File: config.mk
export PLATFORM = sky130hd
export DESIGN_NAME = eth_loop_addr_swap_pipe
export DESIGN_NICKNAME = d
export VERILOG_FILES = /design/src/rtl/eth_loop_addr_swap_pipe.sv
export SDC_FILE = /design/constraint.sdc
export NUM_CORES = 1
export LEC_CHECK = 0
export CAP_MARGIN = 10
export CORE_ASPECT_RATIO = 1.25
export CORE_MARGIN = 2
export CORE_UTILIZATION = 56
export CTS_BUF_LIST = sky130_fd_sc_hd__clkbuf_4
export DETAILED_ROUTE_END_ITERATION = 12
export PLACE_DENSITY = 0.84
export RECOVER_POWER = 25
export SLEW_MARGIN = 20
export SYNTH_ARGS = -nofsm -noshare
export SYNTH_HDL_FRONTEND = slang
export SYNTH_SLANG_ARGS = --single-unit
export TNS_END_PERCENT = 20
File: constraint.sdc
create_clock -name piEthCoreClk -period 3.2 [get_ports piEthCoreClk]
set_clock_uncertainty 0.15 [all_clocks]
set_input_delay 0.64 -clock piEthCoreClk [delete_from_list [all_inputs] [get_ports piEthCoreClk]]
set_output_delay 0.64 -clock piEthCoreClk [all_outputs]
set_load 0.01 [all_outputs]
File: src/rtl/eth_loop_addr_swap_pipe.sv
// eth_loop_addr_swap_pipe: AXIS MAC DA/SA swapper in the 10GbE loopback path (loop MUX -> layer-2).
// Optional build macro ADDR_SWAP_MCAST_BYPASS_EN: group-addressed frames pass unswapped and uncounted.
module eth_loop_addr_swap_pipe #(
    parameter int DATA_W = 64,
    parameter int CNT_W  = 16
) (
    input  logic                piEthCoreClk,
    input  logic                piEthCoreRst_n,
    input  logic                piSwapEn,
    input  logic [DATA_W-1:0]   piMUX_Swap_Axis_tdata,
    input  logic [DATA_W/8-1:0] piMUX_Swap_Axis_tkeep,
    input  logic                piMUX_Swap_Axis_tlast,
    input  logic                piMUX_Swap_Axis_tvalid,
    output logic                poSWAP_Mux_Axis_tready,
    input  logic                piLY2_Swap_Axis_tready,
    output logic [DATA_W-1:0]   poSWAP_Ly2_Axis_tdata,
    output logic [DATA_W/8-1:0] poSWAP_Ly2_Axis_tkeep,
    output logic                poSWAP_Ly2_Axis_tlast,
    output logic                poSWAP_Ly2_Axis_tvalid,
    output logic [CNT_W-1:0]    poSwapCnt
);
    localparam int KEEP_W    = DATA_W / 8;
    localparam int HDR_BEATS = (DATA_W == 64) ? 2 : 1;
`ifdef ADDR_SWAP_MCAST_BYPASS_EN
    localparam bit MCAST_BYPASS = 1'b1;
`else
    localparam bit MCAST_BYPASS = 1'b0;
`endif

    typedef enum logic [1:0] {IDLE, HDR, BODY} state_t;
    state_t stateQ, stateD;

    logic              inAcc, oFree, oPop;
    logic              oValid, oLast, oMark;
    logic [DATA_W-1:0] oData;
    logic [KEEP_W-1:0] oKeep;
    logic [CNT_W-1:0]  cntQ;

    // Next values for the output register, supplied by the width-specific front end.
    logic              oLoad, oLastNext, oMarkNext;
    logic [DATA_W-1:0] oDataNext;
    logic [KEEP_W-1:0] oKeepNext;

    assign oPop  = oValid & piLY2_Swap_Axis_tready;
    assign oFree = ~oValid | piLY2_Swap_Axis_tready;
    assign inAcc = piMUX_Swap_Axis_tvalid & poSWAP_Mux_Axis_tready;

    // NOTE: every variable written here gets a default first, so no latch is inferred.
    always_comb begin
        stateD = stateQ;
        if (inAcc) begin
            if (piMUX_Swap_Axis_tlast)  stateD = IDLE;
            else if (stateQ == IDLE)    stateD = (HDR_BEATS == 2) ? HDR : BODY;
            else                        stateD = BODY;
        end
    end

    // NOTE: sequential state uses non-blocking assignment so all registers update from pre-edge values.
    always_ff @(posedge piEthCoreClk or negedge piEthCoreRst_n) begin
        if (!piEthCoreRst_n) stateQ <= IDLE;
        else                 stateQ <= stateD;
    end

    generate
        if (HDR_BEATS == 2) begin : gNarrow
            logic              hValid, hLast, hMark, frmSwp, frmSwapped, advance, hdrSwap;
            logic [DATA_W-1:0] hData, beat0New, beat1New;
            logic [KEEP_W-1:0] hKeep;

            // Beat0 waits in H for beat1 so both halves of the address field can be rewritten together.
            assign advance = hValid & oFree & ((stateQ != HDR) | piMUX_Swap_Axis_tvalid);
            // NOTE: tready is forced low while reset is asserted even though it is combinational.
            assign poSWAP_Mux_Axis_tready = piEthCoreRst_n & (~hValid | advance);
            assign hdrSwap = (stateQ == HDR) & inAcc & frmSwp & (&hKeep)
                           & (&piMUX_Swap_Axis_tkeep[3:0]) & ~(MCAST_BYPASS & hData[0]);
            assign beat0New = {hData[15:0], piMUX_Swap_Axis_tdata[31:0], hData[63:48]};
            assign beat1New = {piMUX_Swap_Axis_tdata[63:32], hData[47:16]};

            assign oLoad     = advance;
            assign oDataNext = hdrSwap ? beat0New : hData;
            assign oKeepNext = hKeep;
            assign oLastNext = hLast;
            assign oMarkNext = hMark;

            always_ff @(posedge piEthCoreClk or negedge piEthCoreRst_n) begin
                if (!piEthCoreRst_n) begin
                    hValid     <= 1'b0;
                    hData      <= '0;
                    hKeep      <= '0;
                    hLast      <= 1'b0;
                    hMark      <= 1'b0;
                    frmSwp     <= 1'b0;
                    frmSwapped <= 1'b0;
                end else if (inAcc) begin
                    hValid <= 1'b1;
                    hData  <= hdrSwap ? beat1New : piMUX_Swap_Axis_tdata;
                    hKeep  <= piMUX_Swap_Axis_tkeep;
                    hLast  <= piMUX_Swap_Axis_tlast;
                    hMark  <= piMUX_Swap_Axis_tlast &
                              ((stateQ == HDR) ? hdrSwap : ((stateQ == BODY) & frmSwapped));
                    if (stateQ == IDLE) frmSwp     <= piSwapEn;
                    if (stateQ == HDR)  frmSwapped <= hdrSwap;
                end else if (advance) begin
                    hValid <= 1'b0;
                end
            end
        end else begin : gWide
            logic frmSwapped, hdrSwap;

            assign poSWAP_Mux_Axis_tready = piEthCoreRst_n & oFree;
            assign hdrSwap = (stateQ == IDLE) & inAcc & piSwapEn & (&piMUX_Swap_Axis_tkeep[11:0])
                           & ~(MCAST_BYPASS & piMUX_Swap_Axis_tdata[0]);

            assign oLoad     = inAcc;
            assign oDataNext = hdrSwap ? {piMUX_Swap_Axis_tdata[DATA_W-1:96], piMUX_Swap_Axis_tdata[47:0],
                                          piMUX_Swap_Axis_tdata[95:48]}
                                       : piMUX_Swap_Axis_tdata;
            assign oKeepNext = piMUX_Swap_Axis_tkeep;
            assign oLastNext = piMUX_Swap_Axis_tlast;
            assign oMarkNext = piMUX_Swap_Axis_tlast &
                               ((stateQ == IDLE) ? hdrSwap : ((stateQ == BODY) & frmSwapped));

            always_ff @(posedge piEthCoreClk or negedge piEthCoreRst_n) begin
                if (!piEthCoreRst_n)                  frmSwapped <= 1'b0;
                else if (inAcc && (stateQ == IDLE))   frmSwapped <= hdrSwap;
            end
        end
    endgenerate

    // oMark flags the last beat of a swapped frame; the counter bumps when that beat leaves.
    always_ff @(posedge piEthCoreClk or negedge piEthCoreRst_n) begin
        if (!piEthCoreRst_n) begin
            oValid <= 1'b0;
            oData  <= '0;
            oKeep  <= '0;
            oLast  <= 1'b0;
            oMark  <= 1'b0;
            cntQ   <= '0;
        end else begin
            if (oLoad) begin
                oValid <= 1'b1;
                oData  <= oDataNext;
                oKeep  <= oKeepNext;
                oLast  <= oLastNext;
                oMark  <= oMarkNext;
            end else if (oPop) begin
                oValid <= 1'b0;
            end
            if (oPop && oMark) cntQ <= cntQ + CNT_W'(1);
        end
    end

    assign poSWAP_Ly2_Axis_tdata  = oData;
    assign poSWAP_Ly2_Axis_tkeep  = oKeep;
    assign poSWAP_Ly2_Axis_tlast  = oLast;
    assign poSWAP_Ly2_Axis_tvalid = oValid;
    assign poSwapCnt              = cntQ;

endmodule

==> impl_metrics.env <==
export IMPL_status="finished, violations left"
export IMPL_violations="capacitance limit, slew limit"
export IMPL_dp_cells=1130
export IMPL_rsz0062_at_grt="no"
export IMPL_yosys_area_top_type="dfrtp_1"
export IMPL_synth_ff_type="dfrtp_1"
export IMPL_vias_per_cell=5.73
export IMPL_yosysWarnings=0
export IMPL_tns_ps=0
export IMPL_tightest_slew_ps=1700
export IMPL_p_leak_nw=4.15
export IMPL_die_area_um2=14300
export IMPL_clock_sinks=170
export IMPL_antenna_found_initial=1
export IMPL_portBuffers=168
export IMPL_die_h_um=133
export IMPL_cp_max_fo=5
export IMPL_clk_latency_ps=560
export IMPL_final_util_pct=72.8
export IMPL_finalMaxSlewViolations=160
export IMPL_fmax_mhz=327
export IMPL_overflow=0
export IMPL_synth_seq_cells=170
export IMPL_cp_start_kind="input port"
export IMPL_clkTransAtPathRegs_ps=140
export IMPL_synthTopCellsByArea="dfrtp_1, nand2_1, a31oi_1"
export IMPL_core_area_um2=13100
export IMPL_crit_required_ps=2410
export IMPL_maxSlewHeadroom_pct=-13.4
export IMPL_cts_made_buffers=17
export IMPL_wire_per_inst_um=16.8
export IMPL_grt_use_total_pct=28.4
export IMPL_ant_nets=0
export IMPL_period_minus_slack_ps=3060
export IMPL_die_w_um=107
export IMPL_synthTopCellsByCount="nand2_1, dfrtp_1, nor2_1, a31oi_1"
export IMPL_cap_violations=2
export IMPL_initial_core_util_pct=56.9
export IMPL_dr_pass1_iters=6
export IMPL_hold_viol=0
export IMPL_ir_drop_uv=737
export IMPL_synth_edf_count=0
export IMPL_cts_tree="yes"
export IMPL_cts_buffer_depth=2
export IMPL_fillers=1020
export IMPL_syn_avg_cell_area_um2=8.82
export IMPL_area_growth_pct=28.0
export IMPL_final_net_count=1058
export IMPL_fin_area_um2=9550
export IMPL_grt_pass1_vias=6374
export IMPL_place_area_um2=9250
export IMPL_ys_seq_area_share_pct=57.0
export IMPL_hpwlAfterDp_um=12400
export IMPL_htreeDepth=4
export IMPL_yosysMostFrequentCell="nand2_1"
export IMPL_mappedNetlistArea_um2=7460
export IMPL_synthesis_nets=925
export IMPL_yosysUniqueCellTypes=34
export IMPL_layout_cells_non_filler=1164
export IMPL_drc=0
export IMPL_drt_wl_total_um=19500
export IMPL_syn_inst=846
export IMPL_grt_pass1_wl_um=31900
export IMPL_via_count=6674
export IMPL_synthArstFlopShare_pct=100
export IMPL_num_io_pins=169
export IMPL_end_kind="output port"
export IMPL_final_setup_viol_count=0
export IMPL_grt_max_degree=127
export IMPL_min_period_over_period_pct=95.5
export IMPL_critPathArrivalTime_ps=2270
export IMPL_min_path_type="input port to async pin"
export IMPL_drive_gt1_share_pct=5.34
export IMPL_gp_congestion=0.797
export IMPL_synth_top_area_share_pct=57.0
export IMPL_power_density_nw_per_um2=811
export IMPL_root_buffer="clkbuf_4"
export IMPL_drt_first_iter_violations=626
export IMPL_path_class="input port to output port"
export IMPL_rows=47
export IMPL_ctsResizeCount=0
power by group:
part | switching (mW) | internal, mW
registers | 0.528 | 2.86
clock network | 0.833 | 0.501
logic | 1.54 | 1.48
total | 2.90 | 4.84
kinds of logic (layout without fill, tap and decap cells):
kind of cell,after synthesis,after routing,share of synthesized area [%]
AOI/OAI and AO/OA,233,233,17.4
xor gates and xnor gates,15,15,1.76
other,0,1,0
buffers and inverters,69,215,4.29
DFF,170,170,57.0
adders and majority gates,1,1,0.168
and+or+nand+nor,356,356,19.1
muxes,2,2,0.302
layer usage:
layer | wire, µm | vias to the layer above | track usage [%]
met5 | 0 | - | 0
met4 | 549 | 0 | 9.74
met3 | 1220 | 34 | 6.01
met2 | 9810 | 290 | 45.9
met1 | 7940 | 3194 | 38.4
li1 | - | 3156 | -
metrics by stage:
stage	hold WS [ps]	setup WS [ps]	total power [mW]
6_report	301	144	7.74
5_1_grt	271	44.0	8.26
4_1_cts	276	161	7.78
3_5_place_dp	301	164	6.44
3_3_place_gp	300	252	6.36
2_1_floorplan	194	1000	4.87
path summary, 6_finish.rpt:
path | from | to | slack [ps] | cells after the start
setup reg to reg | stateQ[1]$_DFFE_PN0P_ | poSWAP_Ly2_Axis_tdata[53]$_DFFE_PN0P_ | 960 | 5
hold reg to reg | gNarrow.hMark$_DFFE_PN0P_ | oMark$_DFFE_PN0P_ | 330 | 2
hold / removal | piEthCoreRst_n | gNarrow.hValid$_DFFE_PN0P_ | 300 | 2
min in group piEthCoreClk | gNarrow.hMark$_DFFE_PN0P_ | oMark$_DFFE_PN0P_ | 330 | 2
setup / recovery | piLY2_Swap_Axis_tready | poSWAP_Mux_Axis_tready | 140 | 6
max in group asynchronous | piEthCoreRst_n | gNarrow.hData[52]$_DFFE_PN0P_ | 660 | 3
area by class of cell:
type	count	area, µm²	area share (%)
Inverter	1	3.75	0.0393
Clock inverter	15	178	1.86
Timing Repair Buffer	182	1860	19.5
Multi-Input combinational cell	607	2910	30.4
Antenna cell	1	2.50	0.0262
Clock buffer	17	128	1.34
Sequential cell	170	4250	44.6
Tap cell	171	214	2.24
worst max-delay path: stages:
cell,delay [ps]
clkdlybuf4s50_1,540
nand2b_1,180
o211ai_1,140
nand2_1,110
and2_1,120
clkdlybuf4s50_1,520
sequential cells by signal, summed over array words and instances (netlist names), 2 cells and up:
| name | cells |
|---|---|
| poSWAP_Ly2_Axis_tdata | 64 |
| stateQ | 2 |
| gNarrow.hData | 64 |
| poSWAP_Ly2_Axis_tkeep | 8 |
| gNarrow.hKeep | 8 |
| poSwapCnt | 16 |
placed cells by master, fill, tap and decap left out, drive strengths merged, types with 2 or more instances in the layout:
| cell type | instances |
|---|---|
| buf | 12 |
| and3 | 3 |
| nand2b | 2 |
| nand4 | 6 |
| bufinv | 2 |
| inv | 12 |
| dfrtp | 170 |
| mux2 | 2 |
| a21oi | 66 |
| and2 | 2 |
| nor3 | 2 |
| nand3 | 7 |
| nor4 | 3 |
| clkinv | 2 |
| clkdlybuf4s50 | 167 |
| xnor2 | 9 |
| o21ai | 67 |
| a31oi | 97 |
| nor2 | 99 |
| xor2 | 6 |
| nand2 | 228 |
| clkbuf | 19 |
what timing repair did:
| item | CTS | global route |
|---|---|---|
| endpoints found under the hold margin | 12 | 0 |
| setup buffers | 0 | 0 |
| hold buffers | 1 | 0 |
No activity file was read; power rests on OpenSTA's default activity.
